===== src/rtl/friscv_pkg.sv =====
// Shared types for the data-memory controller: access size, controller FSM
// states, and the alignment rule used to reject bad requests.
package friscv_pkg;

  localparam int unsigned ARCH = 32;

  typedef enum logic [1:0] {
    MEM_BYTE    = 2'b00,
    MEM_HALF    = 2'b01,
    MEM_WORD    = 2'b10,
    MEM_ILLEGAL = 2'b11
  } mem_size_t;

  typedef enum logic [2:0] {
    ST_IDLE    = 3'd0,
    ST_READ    = 3'd1,
    ST_CAPTURE = 3'd2,
    ST_MERGE   = 3'd3,
    ST_WRITE   = 3'd4,
    ST_RESP    = 3'd5
  } dmem_state_t;

  // Natural alignment check; the illegal size code always fails.
  function automatic logic is_misaligned(input mem_size_t size, input logic [1:0] lane);
    logic bad;
    case (size)
      MEM_BYTE: bad = 1'b0;
      MEM_HALF: bad = lane[0];
      MEM_WORD: bad = |lane;
      default:  bad = 1'b1;
    endcase
    return bad;
  endfunction

endpackage


===== src/rtl/mem_align.sv =====
// Lane steering for the data memory: extracts/extends load data and merges
// sub-word store data into a read word (little-endian byte lanes).
module mem_align
  import friscv_pkg::*;
#(
  parameter int unsigned DATA_W = ARCH
) (
  input  logic [DATA_W-1:0] rdata_in,
  input  logic [1:0]        lane_in,
  input  mem_size_t         size_in,
  input  logic              unsigned_in,
  input  logic [DATA_W-1:0] wdata_in,
  output logic [DATA_W-1:0] load_data_c,
  output logic [DATA_W-1:0] merged_c
);

  logic [4:0]        shift;
  logic [DATA_W-1:0] shifted;
  logic [DATA_W-1:0] mask;

  always_comb begin
    shift       = {lane_in, 3'b000};
    shifted     = rdata_in >> shift;
    load_data_c = shifted;
    mask        = '1;
    case (size_in)
      MEM_BYTE: begin
        load_data_c = unsigned_in ? DATA_W'(shifted[7:0])
                                  : {{(DATA_W-8){shifted[7]}}, shifted[7:0]};
        mask        = DATA_W'(8'hFF) << shift;
      end
      MEM_HALF: begin
        load_data_c = unsigned_in ? DATA_W'(shifted[15:0])
                                  : {{(DATA_W-16){shifted[15]}}, shifted[15:0]};
        mask        = DATA_W'(16'hFFFF) << shift;
      end
      default: ;
    endcase
    merged_c = (rdata_in & ~mask) | ((wdata_in << shift) & mask);
  end

endmodule


===== src/rtl/dmem_ctrl.sv =====
// Data-memory controller: one request at a time against a dual-port SRAM,
// loads via the read port, sub-word stores via read-modify-write.
module dmem_ctrl
  import friscv_pkg::*;
#(
  parameter int unsigned DATA_W = ARCH,
  parameter int unsigned ADDR_W = 12
) (
  input  logic              clk,
  input  logic              rst_n,
  input  logic              req_valid_in,
  output logic              req_ready_out,
  input  logic              req_we_in,
  input  logic [1:0]        req_size_in,
  input  logic              req_unsigned_in,
  input  logic [ADDR_W-1:0] req_addr_in,
  input  logic [DATA_W-1:0] req_wdata_in,
  output logic              rsp_valid_out,
  input  logic              rsp_ready_in,
  output logic [DATA_W-1:0] rsp_rdata_out,
  output logic              rsp_err_out,
  output logic [ADDR_W-1:0] sram_addr_a_out,
  output logic [DATA_W-1:0] sram_din_a_out,
  output logic              sram_we_a_out,
  output logic [ADDR_W-1:0] sram_addr_b_out,
  output logic              sram_en_b_out,
  input  logic [DATA_W-1:0] sram_dout_b_in
);

  dmem_state_t       state_q, state_d;
  logic              we_q, we_d;
  mem_size_t         size_q, size_d;
  logic              uns_q, uns_d;
  logic [1:0]        lane_q, lane_d;
  logic [DATA_W-1:0] wdata_q, wdata_d;
  logic              ready_q, ready_d;
  logic              rsp_valid_q, rsp_valid_d;
  logic [DATA_W-1:0] rsp_rdata_q, rsp_rdata_d;
  logic              rsp_err_q, rsp_err_d;
  logic [ADDR_W-1:0] sram_addr_q, sram_addr_d;
  logic [DATA_W-1:0] din_q, din_d;
  logic              we_a_q, we_a_d;
  logic              en_b_q, en_b_d;

  logic [DATA_W-1:0] load_data_c;
  logic [DATA_W-1:0] merged_c;
  logic              req_fire;
  mem_size_t         req_size;

  mem_align #(.DATA_W(DATA_W)) u_align (
    .rdata_in    (sram_dout_b_in),
    .lane_in     (lane_q),
    .size_in     (size_q),
    .unsigned_in (uns_q),
    .wdata_in    (wdata_q),
    .load_data_c (load_data_c),
    .merged_c    (merged_c)
  );

  assign req_fire = req_valid_in & ready_q;
  assign req_size = mem_size_t'(req_size_in);

  always_comb begin
    state_d     = state_q;
    we_d        = we_q;
    size_d      = size_q;
    uns_d       = uns_q;
    lane_d      = lane_q;
    wdata_d     = wdata_q;
    rsp_valid_d = rsp_valid_q;
    rsp_rdata_d = rsp_rdata_q;
    rsp_err_d   = rsp_err_q;
    sram_addr_d = sram_addr_q;
    din_d       = din_q;
    we_a_d      = 1'b0;
    en_b_d      = 1'b0;

    case (state_q)
      ST_IDLE: begin
        if (req_fire) begin
          we_d    = req_we_in;
          size_d  = req_size;
          uns_d   = req_unsigned_in;
          lane_d  = req_addr_in[1:0];
          wdata_d = req_wdata_in;
          if (is_misaligned(req_size, req_addr_in[1:0])) begin
            state_d     = ST_RESP;
            rsp_valid_d = 1'b1;
            rsp_err_d   = 1'b1;
            rsp_rdata_d = '0;
          end else begin
            sram_addr_d = {req_addr_in[ADDR_W-1:2], 2'b00};
            if (req_we_in && req_size == MEM_WORD) begin
              state_d = ST_WRITE;
              we_a_d  = 1'b1;
              din_d   = req_wdata_in;
            end else begin
              state_d = ST_READ;
              en_b_d  = 1'b1;
            end
          end
        end
      end
      ST_READ: begin
        // Read data arrives next cycle; a sub-word store writes it back then.
        if (we_q) begin
          state_d = ST_MERGE;
          we_a_d  = 1'b1;
        end else begin
          state_d = ST_CAPTURE;
        end
      end
      ST_CAPTURE: begin
        state_d     = ST_RESP;
        rsp_valid_d = 1'b1;
        rsp_err_d   = 1'b0;
        rsp_rdata_d = load_data_c;
      end
      ST_MERGE, ST_WRITE: begin
        state_d     = ST_RESP;
        rsp_valid_d = 1'b1;
        rsp_err_d   = 1'b0;
        rsp_rdata_d = '0;
      end
      ST_RESP: begin
        if (rsp_ready_in) begin
          state_d     = ST_IDLE;
          rsp_valid_d = 1'b0;
          rsp_err_d   = 1'b0;
          rsp_rdata_d = '0;
        end
      end
      default: state_d = ST_IDLE;
    endcase

    ready_d = (state_d == ST_IDLE);
  end

  always_ff @(posedge clk or negedge rst_n) begin
    if (!rst_n) begin
      state_q     <= ST_IDLE;
      we_q        <= 1'b0;
      size_q      <= MEM_BYTE;
      uns_q       <= 1'b0;
      lane_q      <= 2'b00;
      wdata_q     <= '0;
      ready_q     <= 1'b0;
      rsp_valid_q <= 1'b0;
      rsp_rdata_q <= '0;
      rsp_err_q   <= 1'b0;
      sram_addr_q <= '0;
      din_q       <= '0;
      we_a_q      <= 1'b0;
      en_b_q      <= 1'b0;
    end else begin
      state_q     <= state_d;
      we_q        <= we_d;
      size_q      <= size_d;
      uns_q       <= uns_d;
      lane_q      <= lane_d;
      wdata_q     <= wdata_d;
      ready_q     <= ready_d;
      rsp_valid_q <= rsp_valid_d;
      rsp_rdata_q <= rsp_rdata_d;
      rsp_err_q   <= rsp_err_d;
      sram_addr_q <= sram_addr_d;
      din_q       <= din_d;
      we_a_q      <= we_a_d;
      en_b_q      <= en_b_d;
    end
  end

  assign req_ready_out   = ready_q;
  assign rsp_valid_out   = rsp_valid_q;
  assign rsp_rdata_out   = rsp_rdata_q;
  assign rsp_err_out     = rsp_err_q;
  assign sram_addr_a_out = sram_addr_q;
  assign sram_addr_b_out = sram_addr_q;
  assign sram_we_a_out   = we_a_q;
  assign sram_en_b_out   = en_b_q;
  // Merged word depends on read data that only exists during MERGE.
  assign sram_din_a_out  = (state_q == ST_MERGE) ? merged_c : din_q;

endmodule


===== config.mk =====
export PLATFORM = sky130hd
export DESIGN_NAME = dmem_ctrl
export DESIGN_NICKNAME = d
export VERILOG_FILES = /design/src/rtl/friscv_pkg.sv /design/src/rtl/mem_align.sv /design/src/rtl/dmem_ctrl.sv
export SDC_FILE = /design/constraint.sdc
export NUM_CORES = 1
export LEC_CHECK = 0
export CAP_MARGIN = 25
export CORE_MARGIN = 4
export CORE_UTILIZATION = 45
export CTS_BUF_LIST = sky130_fd_sc_hd__clkbuf_8
export DETAILED_ROUTE_END_ITERATION = 6
export PLACE_DENSITY = 0.87
export RECOVER_POWER = 50
export SLEW_MARGIN = 20
export SYNTH_ARGS = -nofsm -noshare
export SYNTH_HDL_FRONTEND = slang
export SYNTH_SLANG_ARGS = --single-unit

===== constraint.sdc =====
create_clock -name clk -period 2.5 [get_ports clk]
set_clock_uncertainty 0.05 [all_clocks]
set_input_delay 0.75 -clock clk [delete_from_list [all_inputs] [get_ports clk]]
set_output_delay 0.75 -clock clk [all_outputs]
set_load 0.01 [all_outputs]

# Word-level counts from Yosys, hierarchy flattened
# Cells that the tools add are included.
# op_classes
n_bitwise	6
n_mux	32
n_reduce_logical	15
n_eq_ne	11
n_shift	4
# op_table
op	n
$mux W32	6
$pmux W32 S2	2
$pmux W32 S4	1
$and A32 B32 Y32	2
$not A32 Y32	1
$or A32 B32 Y32	1
$shl A16 B5 Y32 const A	1
$shl A32 B5 Y32	1
$shl A8 B5 Y32 const A	1
$shr A32 B5 Y32	1
$mux W1	14
$mux W3	4
$pmux W3 S4	1
$reduce_and A4 Y1	3
$pmux W1 S3	3
$eq A3 B2 Y1 const B	2
$eq A3 B3 Y1 const B	2
$logic_not A3 Y1	2
$ne A2 B2 Y1 const B	3
$eq A2 B1 Y1 const B	2
$logic_not A2 Y1	2
$reduce_bool A4 Y1	1
$reduce_or A2 Y1	2
$eq A3 B1 Y1 const B	1
9 further kinds	9
# word_totals
output_inout_bits	93
register_bits	120

# Depth between registers and ports, before layout
# Gate-level depths: netlist of the first run.
# logic_depth
ltp_word	8
ltp_mapped	8
mapped_depth_nobuf	4

# By module
# A second synthesis of the first run with hierarchy kept.
# unflattened
hier_cells	618
hier_area_um2	7223.2
# by_module_without_submodules
mod	seq_area_each_um2	cells_each	area_per_inst_um2	n_inst
dmem_ctrl	3002.9	408	5477.8	1
mem_align	0.0	210	1745.4	1

# Least setup slack after synthesis of the first run
# OpenSTA, ideal clock, no wires.
# synth_timing
kind	flip-flop to output port
startpoint	register lane_q[0]
endpoint	output sram_din_a_out[29]
setup_slack_ns	-0.097
stages_incl_launch_ff	9
arrival_ns	1.797
n_path_buf	4
cell_sequence	dfrtp_1 > clkbuf_1 > buf_2 > buf_2 > buf_2 > mux2i_1 > mux2i_1 > mux2i_1 > o21ai_0
# synth_between
elab_chain_len	6
word_cells_on_any_way	9
# synth_lines
element	line_no	source
start: declaration	dmem_ctrl.sv:34	logic [1:0] lane_q, lane_d;
start signal: assignment	dmem_ctrl.sv:160	lane_q <= lane_d;
$shl A16 B5 Y32 / $shl A8 B5 Y32 (equally long branches)	mem_align.sv:35, mem_align.sv:30	
$pmux W32 S2	mem_align.sv:26	case (size_in)
$not A32 Y32	mem_align.sv:39	merged_c = (rdata_in & ~mask) | ((wdata_in << shift) & mask);
$and A32 B32 Y32	mem_align.sv:39	
$or A32 B32 Y32 *	mem_align.sv:39	
$mux W32 *	dmem_ctrl.sv:182	assign sram_din_a_out = (state_q == ST_MERGE) ? merged_c : din_q;
end: declaration	dmem_ctrl.sv:23	output logic [DATA_W-1:0] sram_din_a_out,
# Every way passes the cells marked *; elsewhere a longest branch is shown, timed or not.

# Worst setup path in the final report of the first run
# layout_timing
startpoint	register lane_q[0]
endpoint	output sram_din_a_out[24]
# Same word-level chain as after synthesis.

==> results of run 1 <==
[layout make-up]
class / instances / area share
clock inverter: 9 / 0.01227
multi-input combinational: 402 / 0.3604
sequential: 120 / 0.3039
timing repair buffer: 276 / 0.2699
tap: 180 / 0.02276
antenna: 1 / 0.0002529
clock buffer: 22 / 0.03060
[power groups by stage]
stage	sequential, mW	clock, mW	combinational, mW
finish	3.48	1.90	7.98
global route	3.54	2.00	8.34
CTS	3.39	1.91	7.02
detailed placement	3.40	0	6.15
global placement	3.33	0	5.96
floorplan	3.31	0	3.53
[what timing repair did]
| action | CTS | global route |
|---|---|---|
| setup buffers | 15 | 15 |
| gates resized for setup | 201 | 38 |
| setup endpoints to repair | 47 | 55 |
| pin swaps | 13 | 12 |
| gates cloned | 5 | 2 |
[registers in the layout (all words and copies together) (netlist names), 2 cells and up]
signal	count
din_q	32
lane_q	2
rsp_rdata_out	32
size_q	2
sram_addr_a_out	10
state_q	3
wdata_q	32
[worst paths after layout]
kind | startpoint | end | slack (ns) | cells after the start
setup / recovery | lane_q[0] | sram_din_a_out[24] | -0.55 | 7
hold / removal | rst_n | rsp_rdata_out[4] | 0.41 | 1
setup reg to reg | state_q[2] | wdata_q[2] | 0.09 | 4
hold reg to reg | rsp_rdata_out[19] | rsp_rdata_out[19] | 0.45 | 1
max in group asynchronous | rst_n | sram_addr_a_out[4] | 0.52 | 2
min in group clk | rsp_rdata_out[19] | rsp_rdata_out[19] | 0.45 | 1
[critical path: stages (launching register included)]
cell and delay [ns]:
dfrtp_2 0.39, buf_4 0.13, buf_12 0.19, mux2i_1 0.37
mux2i_1 0.24, mux2i_4 0.25, o21ai_2 0.08, buf_2 0.14
[cells in the mapped netlist (2+ instances only)]
cell type / number
a211o_1: 16
a211oi_1: 9
a21oi_1: 19
a221o_1: 8
a22o_1: 2
a32o_1: 7
buf_1: 4
buf_2: 9
buf_4: 14
buf_6: 4
clkbuf_1: 30
dfrtp_1: 120
mux2_2: 54
mux2_4: 29
mux2i_1: 64
nand2_1: 44
nand3b_1: 8
nor2_1: 40
nor2b_1: 14
nor3_1: 3
nor3b_1: 10
o21ai_0: 34
o2bb2ai_1: 8
o31ai_1: 9
or2_2: 2
[layout by cell type (no fill, tap or decap), drive strengths merged, types with 2 or more instances in the layout]
cell type,Yosys,layout
clkdlybuf4s50,0,136
dfrtp,120,120
buf,31,120
mux2,83,83
mux2i,64,64
nand2,44,44
nor2,41,41
o21ai,34,34
clkbuf,30,33
a21oi,19,19
a211o,16,16
nor2b,14,14
nor3b,11,11
a211oi,10,10
nand3b,9,9
o31ai,9,9
a221o,8,8
o2bb2ai,8,8
a32o,7,7
conb,1,4
clkinv,0,4
nor3,3,3
bufinv,0,3
bufbuf,0,3
clkdlybuf4s15,0,3
or2,2,2
a22o,2,2
dlygate4sd2,0,2
[layer usage]
layer	track usage	part of all wire	wire length [µm]	vias to the layer above
met5	0	0	0	-
met4	0.1279	0.058	1426	0
met3	0.06559	0.081	1978	127
met2	0.4517	0.48	11830	437
met1	0.3405	0.38	9247	3050
li1	-	-	-	2572
[logic make-up after synthesis]
group,share of synthesized area
xor+xnor,0.001340
mux,0.2611
compound gates,0.1261
simple gates,0.1022
flops,0.4593
other cells,0.0005736
buf+inv,0.04938
[per-stage QoR]
step,util,TNS [ns]
global route,0.7046,-14.45
floorplan,-,0
CTS,0.6877,-9.590
finish,0.7046,-12.08
detailed placement,0.6274,-43.46
global placement,0.6274,-38.44
==> results.yml, run 1 <==
run_status:
  status: "finished, violations left"
  violations: "negative setup slack"
critical_path:
  cp-end-kind: "output pin"
  start_kind: "flip-flop"
  critPathMaxFanout: 25
  required_ns: 1.70
  setup.worst_path.class: "flip-flop to output pin"
  cp.arrival_ns: 2.25
power_and_ir_drop:
  p_leak_nw: 4.596
  ir_worst_vdd_uv: 617.1
  p_switching_mw: 5.291
  finalPower_mw: 13.36
  power_density_nw_per_um2: 1350
  clockPowerShare: 0.142
  p_comb_frac: 0.598
  switching_share: 0.3961
  pwr-share-seq: 0.260
  p_int_mw: 8.067
place:
  dpl.hpwl_um: 15290
  post-place-ws_ns: -0.6738
  io_buffer_count: 172
  dp.cells: 941
  dpl_cell_area_um2: 8810
  place_congestion: 0.8994
floorplanning:
  die_x_um: 128.5
  start_util: 0.4656
  die_area_um2: 16520
  core_area_um2: 14040
  fp.dieH_um: 128.5
  std_cell_rows: 43
  ios: 177
timing:
  timing.hold.ws_ns: 0.4106
  tightest_slew_ns: 1.042
  fin_crit_sh: 1.221
  final-setup-viol-count: 47
  timing.final.ws_setup_ns: -0.5533
  fmax_mhz: 327.5
  min_period_ns: 3.053
  drv_slew: 0
  hold_viol: 0
  rsz0062_at_grt: "yes"
  relSlewSlack: 0.3053
clock_network:
  cts_tree: "built"
  insertion_delay_ns: 0.45
  clockBufferDepth: 2
  cts_sinks: 120
  clk_pin_slew_worst_paths_ns: 0.07
  numCtsBuffers: 17
  root_buffer: "clkbuf_8"
  cts-hold-fix-buffers: 0
  htreeDepth: 4
detailed_routing:
  drt_iter0_markers: 675
  viasPerCell: 6.125
  firstDrtPassIters: 5
  ant_nets: 0
  finalWirelength_um: 24490
  drc_errors: 0
  route.vias.total: 6186
  routedWlPerCell_um: 24.24
global_route:
  grt_pass1_vias: 6055
  grt_pass1_wl_um: 34560
  grt_usage: 0.2737
  antenna_found_initial: 1
  gr-total-overflow: 0
  grt_max_degree: 41
synth:
  synth-seq-cells: 120
  synth.area.top_cells: "dfrtp_1 (46%), mux2i_1 (9.8%), mux2_2 (9.3%), mux2_4 (6.7%), o21ai_0 (2.6%)"
  ys.warnings.count: 0
  synth_ff_type: "dfrtp_1"
  ys_async_sr_fraction: 1.000
  netlist.area_leader.share: 0.4593
  synth.largest_area_cell: "dfrtp_1"
  synth.distinct_cells: 44
  yosysSeqAreaShare: 0.4593
  synth-edff-count: 0
  synth.avg_cell_area_um2: 11.27
  synthesis.area_um2: 6538
  syn_inst: 580
layout:
  nFillCells: 893
  fin_nets: 901
  instances_no_fill: 1010
  regArea_um2: 3007
  final_area_um2: 9894
  area_delta_synth_final_pct: 51.35
  multi_input_area_um2: 3566
  drive_above_1_share: 0.3679
hold_path:
  worstHoldPathType: "input port to async pin"
job:
  max_cap_violations: 0
No activity file was read; power rests on OpenSTA's default activity.
==> run 2: changes to the inputs <==
--- a/config.mk
+++ b/config.mk
@@ -7,10 +7,10 @@
 export LEC_CHECK = 0
 export CAP_MARGIN = 25
 export CORE_MARGIN = 4
-export CORE_UTILIZATION = 45
+export CORE_UTILIZATION = 49
 export CTS_BUF_LIST = sky130_fd_sc_hd__clkbuf_8
 export DETAILED_ROUTE_END_ITERATION = 6
-export PLACE_DENSITY = 0.87
+export PLACE_DENSITY = 0.9
 export RECOVER_POWER = 50
 export SLEW_MARGIN = 20
 export SYNTH_ARGS = -nofsm -noshare
==> constraint.sdc (replaced) <==
create_clock -name clk -period 3.1 [get_ports clk]
set_clock_uncertainty 0.05 [all_clocks]
set_input_delay 0.93 -clock clk [delete_from_list [all_inputs] [get_ports clk]]
set_output_delay 0.93 -clock clk [all_outputs]
set_load 0.01 [all_outputs]
==> run 2 against run 1 <==
Net effect: the run still ends with negative setup slack left; routed wire length down 9.9%; critical path type unchanged; final cell count down 4.8%; sequential cell count unchanged; critical path depth up 1; via count down 6.3%; worst hold slack better by 0.024 ns; total power down 27%; register-to-register slack better by 0.50 ns; global-route usage up 0.28 points; largest cell class unchanged; die area down 7.7%.
==> results.yml, run 2 (synthesized netlist as in run 1, its figures left out) <==
job:
  max_cap_violations: 0
place:
  dpl.hpwl_um: 14670
  io_buffer_count: 172
  dp.cells: 912
  place_congestion: 0.9035
floorplanning:
  core_area_um2: 12820
  start_util: 0.5098
  std_cell_rows: 41
  die_area_um2: 15250
  fp.dieH_um: 123.5
  die_x_um: 123.5
  ios: 177
detailed_routing:
  firstDrtPassIters: 5
  finalWirelength_um: 22060
  drt_iter0_markers: 558
  ant_nets: 0
  route.vias.total: 5799
  routedWlPerCell_um: 22.93
  drc_errors: 0
  viasPerCell: 6.028
layout:
  area_delta_synth_final_pct: 41.91
  n_antenna_cell: 0
  fin_nets: 861
  final_common_cell: "clkdlybuf4s50_1"
  nFillCells: 872
  drive_above_1_share: 0.3152
  final_cell_mix: "clkdlybuf4s50_1 (135), dfrtp_1 (118), mux2_2 (54)"
  instances_no_fill: 962
timing:
  timing.hold.ws_ns: 0.4348
  relSlewSlack: 0.2074
  drv_slew: 0
  timing.final.ws_setup_ns: -0.09455
  hold_viol: 0
  final-setup-viol-count: 7
  rsz0062_at_grt: "yes"
  tightest_slew_ns: 1.189
  fmax_mhz: 313.0
  fin_crit_sh: 1.030
  min_period_ns: 3.195
global_route:
  grt_usage: 0.2765
  grt_pass1_vias: 5687
  grt_max_degree: 65
  grt_pass1_wl_um: 31630
  antenna_found_initial: 0
  gr-total-overflow: 0
critical_path:
  cp_slowest_cell: "dfrtp_2"
  critPathMaxFanout: 8
  cp.arrival_ns: 2.21
  crit_path_cell_trace: "buf_8 > o21a_1 > nor2_2 > buf_12 > buf_6 > mux2i_1 > o21ai_1 > buf_2"
  required_ns: 2.12
  cp-end-kind: "output pin"
  start_kind: "flip-flop"
  setup.worst_path.class: "flip-flop to output pin"
  cpPeakStageDelay_ns: 0.45
power_and_ir_drop:
  power_density_nw_per_um2: 1055
  p_leak_nw: 4.277
  ir_worst_vdd_uv: 505.9
hold_path:
  worstHoldPathType: "flip-flop to flip-flop"
clock_network:
  cts_tree: "built"
  clk_pin_slew_worst_paths_ns: 0.08
  numCtsBuffers: 17
  htreeDepth: 4
  root_buffer: "clkbuf_8"
  insertion_delay_ns: 0.45
  cts_sinks: 120
  clockBufferDepth: 2
run_status:
  violations: "negative setup slack"
  status: "finished, violations left"
==> run 2: timing repair <==
item | CTS | global route
resized for setup | 128 | 71
hold buffers | 0 | 0
pin swaps | 9 | 9
gates cloned | 0 | 3
buffers inserted | 8 | 7
setup endpoints to repair | 32 | 31
==> run 2: area by class of cell <==
type	instances	area (µm²)	area share
Multi-Input combinational cell	402	3453	0.3722
Timing Repair Buffer	236	2201	0.2372
Tap cell	172	215.2	0.02320
Sequential cell	120	3005	0.3239
Clock inverter	15	168.9	0.01821
Clock buffer	17	234.0	0.02522
==> run 2: where the power goes <==
group | switching, mW | leakage (nW) | internal (mW)
Clock | 0.720 | 0.202 | 0.732
Combinational | 2.68 | 2.53 | 2.85
Sequential | 0.591 | 1.55 | 2.22
==> run 2: critical path: cells and delay by family, from the launching register on <==
family | cells | cell delay (ns)
DFF | 1 | 0.45
AOI/OAI and AO/OA | 2 | 0.34
buffers and inverters | 4 | 0.59
and+or+nand+nor | 1 | 0.18
muxes | 1 | 0.20
==> run 2: through the flow <==
step / total power [mW] / util / instance area [µm²] / TNS, ns / setup WS (ns)
floorplan: 5.496 / - / 6549 / 0 / 0.3227
global placement: 7.279 / 0.6688 / 8577 / -11.37 / -0.4068
detailed placement: 7.496 / 0.6706 / 8601 / -9.548 / -0.4437
CTS: 9.249 / 0.7145 / 9164 / -0.1058 / -0.03192
global route: 10.25 / 0.7234 / 9278 / -1.213 / -0.1598
finish: 9.790 / 0.7234 / 9278 / -0.3581 / -0.09455
==> run 2: worst paths after layout <==
path                                    from            endpoint  slack (ns)  depth (start not counted)
max                                lane_q[0]  sram_din_a_out[27]       -0.09                          8
min                        rsp_rdata_out[21]   rsp_rdata_out[21]        0.43                          1
max reg2reg                        lane_q[1]    rsp_rdata_out[8]        0.59                          6
min reg2reg                rsp_rdata_out[21]   rsp_rdata_out[21]        0.43                          1
max in group asynchronous              rst_n         wdata_q[20]        0.70                          2
min in group asynchronous              rst_n          wdata_q[3]        0.64                          1
==> run 2: per-layer routing <==
| metal | vias up | wire [µm] | GRT usage |
|---|---|---|---|
| met2 | 359 | 10690 | 0.4540 |
| met1 | 2830 | 8316 | 0.3466 |
| met3 | 111 | 1842 | 0.07136 |
| met4 | 0 | 1207 | 0.1176 |
| li1 | 2499 | - | - |
| met5 | - | 0 | 0 |
==> run 3: changes to the inputs <==
--- a/config.mk
+++ b/config.mk
@@ -10,9 +10,11 @@
 export CORE_UTILIZATION = 49
 export CTS_BUF_LIST = sky130_fd_sc_hd__clkbuf_8
 export DETAILED_ROUTE_END_ITERATION = 6
-export PLACE_DENSITY = 0.9
+export HOLD_SLACK_MARGIN = 0.1
+export PLACE_DENSITY = 0.88
 export RECOVER_POWER = 50
 export SLEW_MARGIN = 20
 export SYNTH_ARGS = -nofsm -noshare
 export SYNTH_HDL_FRONTEND = slang
+export SYNTH_HIERARCHICAL = 1
 export SYNTH_SLANG_ARGS = --single-unit
==> run 3 against run 2 <==
Net effect: the run still ends with negative setup slack left; largest power group unchanged; combinational power is 17% higher; clock-buffer cell count is 1 higher; register-to-register slack is essentially flat; final cell count up 9.4%; critical path depth decreased by 1; largest cell class unchanged.
==> results.yml, run 3 <==
detailed_routing:
  firstDrtPassIters: 5
  drc_errors: 0
  viasPerCell: 5.888
  ant_nets: 0
  drt_iter0_markers: 446
  routedWlPerCell_um: 21.84
  route.vias.total: 6194
  finalWirelength_um: 22980
synth:
  synth.avg_cell_area_um2: 11.69
  synth-edff-count: 0
  synthXorXnorAreaFrac: 0.001213
  syn_inst: 618
  synth.largest_area_cell: "dfrtp_1"
  synthesis.area_um2: 7223
  ys.warnings.count: 6
  synth_mux_area_frac: 0.3004
  synth_ff_type: "dfrtp_1"
  ys_async_sr_fraction: 1.000
  synth.distinct_cells: 48
  synth-seq-cells: 120
  synth_common_cells: "dfrtp_1 (120), mux2_2 (120), nand2_1 (68), o21ai_0 (49), a22oi_1 (32)"
  netlist.area_leader.share: 0.4157
  synth.area.top_cells: "dfrtp_1 (42%), mux2_2 (19%), mux2_4 (6.4%), nand2_1 (3.5%), o21ai_0 (3.4%)"
  synth_compound_area_frac: 0.1438
  synth_fa_ha_area_frac: 0
  yosys.area_share.simple: 0.07933
  synth_top_family_by_area: "multiplexers"
  yosysSeqAreaShare: 0.4157
power_and_ir_drop:
  p_leak_nw: 4.666
  ir_worst_vdd_uv: 571.6
  power_density_nw_per_um2: 1031
global_route:
  grt_max_degree: 59
  grt_pass1_wl_um: 35390
  antenna_found_initial: 0
  grt_pass1_vias: 6583
  grt_usage: 0.2716
  gr-total-overflow: 0
clock_network:
  clk_pin_slew_worst_paths_ns: 0.07
  cts-hold-fix-buffers: 0
  clockBufferDepth: 2
  cts_tree: "built"
  numCtsBuffers: 17
  htreeDepth: 4
  cts_sinks: 120
  insertion_delay_ns: 0.44
  root_buffer: "clkbuf_8"
run_status:
  violations: "negative setup slack"
  status: "finished, violations left"
floorplanning:
  start_util: 0.4989
  core_area_um2: 14480
  fp.dieH_um: 129.4
  std_cell_rows: 44
  ios: 177
  die_x_um: 129.4
  die_area_um2: 16750
layout:
  area_delta_synth_final_pct: 42.06
  n_antenna_cell: 0
  final_area_um2: 10260
  drive_above_1_share: 0.3917
  fin_nets: 939
  nFillCells: 991
  final_common_cell: "clkdlybuf4s50_1"
  final_cell_mix: "clkdlybuf4s50_1 (133), dfrtp_1 (118), mux2_2 (80)"
critical_path:
  critPathMaxFanout: 6
  start_kind: "flip-flop"
  cp.arrival_ns: 2.35
  setup.worst_path.class: "flip-flop to output pin"
  cp-end-kind: "output pin"
  required_ns: 2.12
timing:
  timing.final.ws_setup_ns: -0.2301
  drv_slew: 0
  min_period_ns: 3.330
  fin_crit_sh: 1.074
  relSlewSlack: 0.009691
  hold_viol: 0
  rsz0062_at_grt: "yes"
  setup_tns_ns: -3.141
  final-setup-viol-count: 21
  fmax_mhz: 300.3
  tightest_slew_ns: 1.485
place:
  place_congestion: 0.8895
  dpl_cell_area_um2: 9497
  io_buffer_count: 172
  dpl.hpwl_um: 16070
  post-place-ws_ns: -0.3933
job:
  max_cap_violations: 0
hold_path:
  worstHoldPathType: "flip-flop to flip-flop"
==> run 3: cell types whose count changed in the layout (fill, tap and decap cells not counted), moves of 26 or more <==
cell and change:
mux2_4 +42, mux2i_1 -38, buf_6 +33, a22oi_1 +32, buf_4 +28, mux2_2 +26
o21ai_0 +26
==> run 3: kinds of logic after synthesis <==
| family | Yosys count |
|---|---|
| muxes | 176 |
| AOI/OAI and AO/OA | 141 |
| DFF | 120 |
| and+or+nand+nor | 117 |
| buffers and inverters | 62 |
| xor gates and xnor gates | 1 |
| other | 1 |
==> run 3: what timing repair did <==
action / in CTS / in global routing
cloned: 0 / 0
setup endpoints to repair: 32 / 30
pin swaps: 9 / 3
buffers inserted: 22 / 8
resized for setup: 174 / 40
==> run 3: layer usage <==
layer,up-vias,global-route usage,part of all wire
li1,2749,-,-
met1,3140,0.3381,0.40
met2,258,0.4527,0.50
met3,47,0.07214,0.067
met4,0,0.1082,0.031
met5,-,0,0
==> run 3: worst paths after layout <==
path	slack (ns)	end	from	cells after the start
hold / removal	0.46	din_q[31]	din_q[31]	1
hold reg to reg	0.46	din_q[31]	din_q[31]	1
max in group asynchronous	0.40	lane_q[0]	rst_n	2
min in group asynchronous	0.52	din_q[19]	rst_n	1
setup / recovery	-0.23	sram_din_a_out[18]	lane_q[0]	7
setup reg to reg	0.58	wdata_q[22]	state_q[1]	5
==> run 3: cell type report <==
cell class	count	area [µm²]	share of cell area
multi-input cells	439	3988	0.3886
flip-flops and latches	120	3005	0.2929
repair buffers	276	2661	0.2594
clock buffers	18	247.7	0.02414
well taps	184	230.2	0.02244
clock inverters	14	125.1	0.01219
inverters	1	3.754	0.0003658
==> run 3: per-stage QoR <==
step,total power [mW],std cells,utilization,hold WS (ns)
final,10.58,1052,0.7087,0.4570
after floorplan,6.082,621,-,0.4041
after detailed placement,8.389,996,0.6559,0.4391
after global routing,11.12,1052,0.7087,0.4743
after global placement,8.216,996,0.6559,0.4333
after CTS,10.29,1047,0.7032,0.2758
==> run 3: power breakdown <==
part           switching (mW)  total (mW)  internal, mW
logic                    2.78        6.45          3.67
clock network           0.695        1.35         0.658
registers               0.558        2.78          2.22
total                    4.03        10.6          6.54
==> run 3: worst max-delay path, stage by stage (launching register included) <==
cell	delay, ns
dfrtp_2	0.47
and3b_2	0.26
nor3_4	0.19
buf_6	0.18
buf_6	0.10
mux2_4	0.30
mux2_4	0.28
buf_6	0.12
